File: src/rtl/simple_logic_pipeline.sv
// Three-stage valid/ready pipeline computing (a+b)*(c+d) or |a-b|*|c-d|.
// Empty stages (bubbles) collapse so a stalled consumer lets upstream stages keep filling.
module simple_logic_pipeline #(
    parameter int unsigned W = 3
) (
    input  logic             clock,
    input  logic             reset,
    input  logic             in_valid,
    output logic             in_ready,
    input  logic             mode,
    input  logic [W-1:0]     a,
    input  logic [W-1:0]     b,
    input  logic [W-1:0]     c,
    input  logic [W-1:0]     d,
    output logic             out_valid,
    input  logic             out_ready,
    output logic [2*W+1:0]   y
);

    localparam int unsigned OUT_W = 2*W + 2;

    logic             v1_q, v1_d;
    logic             v2_q, v2_d;
    logic             v3_q, v3_d;
    logic [W:0]       s0_q, s0_d;
    logic [W:0]       s1_q, s1_d;
    logic [OUT_W-1:0] p_q,  p_d;
    logic [OUT_W-1:0] y_q,  y_d;

    logic             adv1, adv2, adv3;
    logic [W:0]       ab_sum, cd_sum, ab_dif, cd_dif;

    always_comb begin
        adv3 = !v3_q || out_ready;
        adv2 = !v2_q || adv3;
        adv1 = !v1_q || adv2;
    end

    always_comb begin
        ab_sum = (W+1)'(a) + (W+1)'(b);
        cd_sum = (W+1)'(c) + (W+1)'(d);
        ab_dif = (a >= b) ? (W+1)'(a - b) : (W+1)'(b - a);
        cd_dif = (c >= d) ? (W+1)'(c - d) : (W+1)'(d - c);
    end

    // Each stage holds unless it advances; an advancing stage inherits its predecessor's valid.
    always_comb begin
        v1_d = v1_q;
        v2_d = v2_q;
        v3_d = v3_q;
        s0_d = s0_q;
        s1_d = s1_q;
        p_d  = p_q;
        y_d  = y_q;
        if (adv1) begin
            v1_d = in_valid;
            s0_d = mode ? ab_dif : ab_sum;
            s1_d = mode ? cd_dif : cd_sum;
        end
        if (adv2) begin
            v2_d = v1_q;
            p_d  = OUT_W'(s0_q) * OUT_W'(s1_q);
        end
        if (adv3) begin
            v3_d = v2_q;
            y_d  = p_q;
        end
    end

    always_ff @(posedge clock) begin
        if (!reset) begin
            v1_q <= 1'b0;
            v2_q <= 1'b0;
            v3_q <= 1'b0;
            s0_q <= '0;
            s1_q <= '0;
            p_q  <= '0;
            y_q  <= '0;
        end else begin
            v1_q <= v1_d;
            v2_q <= v2_d;
            v3_q <= v3_d;
            s0_q <= s0_d;
            s1_q <= s1_d;
            p_q  <= p_d;
            y_q  <= y_d;
        end
    end

    assign in_ready  = adv1;
    assign out_valid = v3_q;
    assign y         = y_q;

endmodule
File: config.mk
export PLATFORM = sky130hd
export DESIGN_NAME = simple_logic_pipeline
export DESIGN_NICKNAME = d
export VERILOG_FILES = /design/src/rtl/simple_logic_pipeline.sv
export SDC_FILE = /design/constraint.sdc
export NUM_CORES = 1
export LEC_CHECK = 0
export ABC_AREA = 1
export CELL_PAD_IN_SITES_DETAIL_PLACEMENT = 0
export CELL_PAD_IN_SITES_GLOBAL_PLACEMENT = 1
export CORE_MARGIN = 2
export CORE_UTILIZATION = 44
export DETAILED_ROUTE_END_ITERATION = 6
export HOLD_SLACK_MARGIN = 0.03
export PLACE_DENSITY = 0.88
export SYNTH_ARGS = -nofsm -noshare
export SYNTH_HDL_FRONTEND = slang
export SYNTH_SLANG_ARGS = --single-unit
File: constraint.sdc
create_clock -name clock -period 7.25 [get_ports clock]
set_input_delay 1.0875 -clock clock [delete_from_list [all_inputs] [get_ports clock]]
set_output_delay 1.0875 -clock clock [all_outputs]
set_load 0.01 [all_outputs]
==> results by group <==
Global route
  • Global-route wire length before repair: 7127 um
  • Overall Global Routing Usage: 16.12%
  • Gr ovfl total: 0
  • Vias in the first global route: 1720
  • Antenna violations before repair: 0
  • Largest net degree at the start of global routing: 24

Finish
  • Ant diodes: 0
  • Util after Layout: 53.01%
  • Area growth from synthesis to layout: 15.87%
  • Share of cells above drive strength 1: slightly below 5%
  • Final #Nets: 367
  • FILL cells: 469

Logic synthesis
  • Syn Inst Count: approximately 280
  • Main combinational cell family by area after synthesis: adder cells
  • Predominant post-synthesis flop cell: dfxtp_1
  • Mux cell area share after synthesis: 0%
  • Post-synth net total: 343
  • Post-synthesis adder-cell area fraction: roughly 28%
  • Ys async rst share: 0%
  • Post-synthesis simple-gate area fraction: 18.76%
  • Yosys warning total: 0
  • Most frequent cell after synthesis: inv_1
  • Largest area contributor in the netlist: dfxtp_1
  • Post-Syn Area per Cell: about 7.6 um2
  • Synthesized area: ~0.0022 mm2
  • Seq cells post-synth: 27
  • Compound-Gate Fraction of Synth Area: 14.01%
  • Cells taking the most area after synthesis: dfxtp_1, ha_1, fa_1
  • Synth top area share: 25.01%
  • Yosys cell types: 23
  • Xor and xnor area share after synthesis: around 2.0%
  • Post-synth EDFFs: 0
  • Synth cell count leaders: inv_1, nand2_1, ha_1
  • Register area share after synthesis: about a quarter

Clocking
  • Worst-Skew Late Latency: 0.27 ns
  • H-Tree Level Count: 1
  • CTS sink cnt: 27
  • Max clock buf depth: 2
  • CTS resizes: 0
  • Hold_buf cts: 0
  • Total CTS buffers: 3
  • CTS tree: built
  • Worst-path clk slew: approximately 0.090 ns
  • Setup bufs post-CTS: 0
  • Clock Root Buffer: clkbuf_8

Floorplanning
  • Die area: ~0.0055 mm2
  • Row count: 25
  • Die extent in x: 74.08 um
  • Num ports: 27
  • Initial Util: 45.75%
  • Core Area: 0.004723 mm2
  • Chip Height: between 70 and 80 um

Power
  • Clock group share of total power: 24.7%
  • Switching share of power: between 30% and 40%
  • Pwr Total: between 0.0003 and 0.0004 W
  • Reg power frac: 48.7%
  • Int Power: 0.0002390 W
  • Comb pwr share: 26.6%
  • Power per cell area: about 140 mW/mm2
  • Pleak: 1.372 nW
  • Net Sw Power: 0.0001057 W
  • Worst VDD drop: 107.2 uV

Drt
  • ANT nets after route: 0
  • Number of vias per cell: 4.714
  • Drt first pass iters: 4
  • Via count: 1763
  • Detailed Route Iter0 Violations: 42
  • Drt total wl: between 3000 and 4000 um
  • DRC: 0
  • DR WL/cell: 10.43 um

STA
  • Final Critical Period: around 3.6 ns
  • Measured slew at the worst slew-check pin: between 0.7 and 0.8 ns
  • Setup TNS: 0 ns
  • Period utilisation layout: 49.73%
  • Final setup violation count: 0
  • RSZ-0062 raised after global routing: false
  • Clock Skews: 0.002547 ns
  • Slew headroom: 48.69%
  • Count of pins over their slew limit: 0
  • Fin. Hold Viols: 0
  • Fmax: 0.2774 GHz

Setup path
  • Setup CP Type: in2out
  • Worst path slowest cell: clkdlybuf4s50_1
  • Worst path bufs/invs: 3
  • Top delay family on crit path: buffers and inverters
  • Crit path DAT: between 2 and 3 ns
  • WP data required: around 6 ns
  • CP endpoint kind: output pin
  • CP Cell Sequence: clkdlybuf4s50_1, inv_1, nand2_4, nor2_8, nand2_4, clkdlybuf4s50_1
  • R2R cell count: 9
  • Crit path launch type: primary input
  • Peak per-stage delay on the critical path: 0.56 ns
  • Stages on the worst setup path: 6
  • Top fanout value on the critical path: 14

Run
  • Maxcap violations: 0

Worst hold path
  • HP Class: reg2reg
  • Worst hold stages: 2

Place
  • Dpl hpwl: roughly 3200 um
  • IO buf count: 26
  • RD Place Congestion: 0.8148

Run status
  • Outcome: completed
## state kept, by name (all words and copies together) (netlist names)
name / cells
out_valid: 1
p_q: 8
s0_q: 4
s1_q: 4
v1_q: 1
v2_q: 1
y: 8
## metal layers
| layer | wire, um | GRT usage (%) | up-vias |
|---|---|---|---|
| met4 | 14 | 2.828 | 0 |
| li1 | - | - | 938 |
| met5 | 0 | 0 | - |
| met2 | 2022 | 29.76 | 28 |
| met1 | 1727 | 19.63 | 795 |
| met3 | 135 | 3.117 | 2 |
## metrics by stage
stage / area [um2] / hold WS, ns / instances / worst slack [ns]
finish: 2504 / 0.4712 / 374 / 3.644
CTS: 2504 / 0.4709 / 374 / 3.637
global placement: 2455 / 0.4488 / 370 / 3.647
global route: 2504 / 0.4972 / 374 / 3.589
floorplan: 2161 / 0.4300 / 284 / 4.592
detailed placement: 2455 / 0.4574 / 370 / 3.635
## power by group through the flow
stage                Clock, W  Combinational (W)  Sequential (W)
global placement            0          0.0000911        0.000171
floorplan                   0          0.0000638        0.000169
global route        0.0000929           0.000107        0.000170
CTS                 0.0000880          0.0000934        0.000168
finish              0.0000850          0.0000919        0.000168
detailed placement          0          0.0000928        0.000171
## final cells by class
type / count / area [um2] / share of cell area [%]
clock buffers: 3 / 41.29 / 1.649
flip-flops and latches: 27 / 540.5 / 21.59
inverters: 54 / 202.7 / 8.096
multi-input cells: 196 / 1368 / 54.62
well taps: 67 / 83.83 / 3.348
clock inverters: 1 / 7.507 / 0.2999
repair buffers: 26 / 260.3 / 10.39
## worst paths after layout
check                  startpoint                  end  slack [ns]
min           p_q[6]$_SDFFE_PN0P_    y[6]$_SDFFE_PN0P_        0.47
max reg2reg  s0_q[0]$_SDFFE_PN0P_  p_q[6]$_SDFFE_PN0P_        4.59
min reg2reg   p_q[6]$_SDFFE_PN0P_    y[6]$_SDFFE_PN0P_        0.47
max                     out_ready             in_ready        3.64
## kinds of logic (layout without fill, tap and decap cells)
family / after synthesis / after routing
adders and majority gates: 42 / 42
AOI/OAI and AO/OA: 58 / 58
xor gates and xnor gates: 5 / 5
buffers and inverters: 61 / 84
DFF: 27 / 27
and+or+nand+nor: 91 / 91
## tightest hold or removal path: stages, from the launching register on
cell and delay (ns):
dfxtp_1 0.31, inv_1 0.06, a21oi_1 0.06
## cell usage in the layout (no fill, tap or decap), types with 2 or more instances in the layout
master	instances
a21oi_1	28
clkbuf_8	3
clkdlybuf4s50_1	26
dfxtp_1	27
fa_1	12
ha_1	30
inv_1	51
inv_2	3
nand2_1	46
nand2_2	3
nand2_4	2
nand3_1	12
nand3b_1	2
nor2_1	24
o21a_1	2
o21ai_0	21
o21ai_1	5
o21ai_2	2
xor2_1	4
Power figures use the tool's default switching activity.
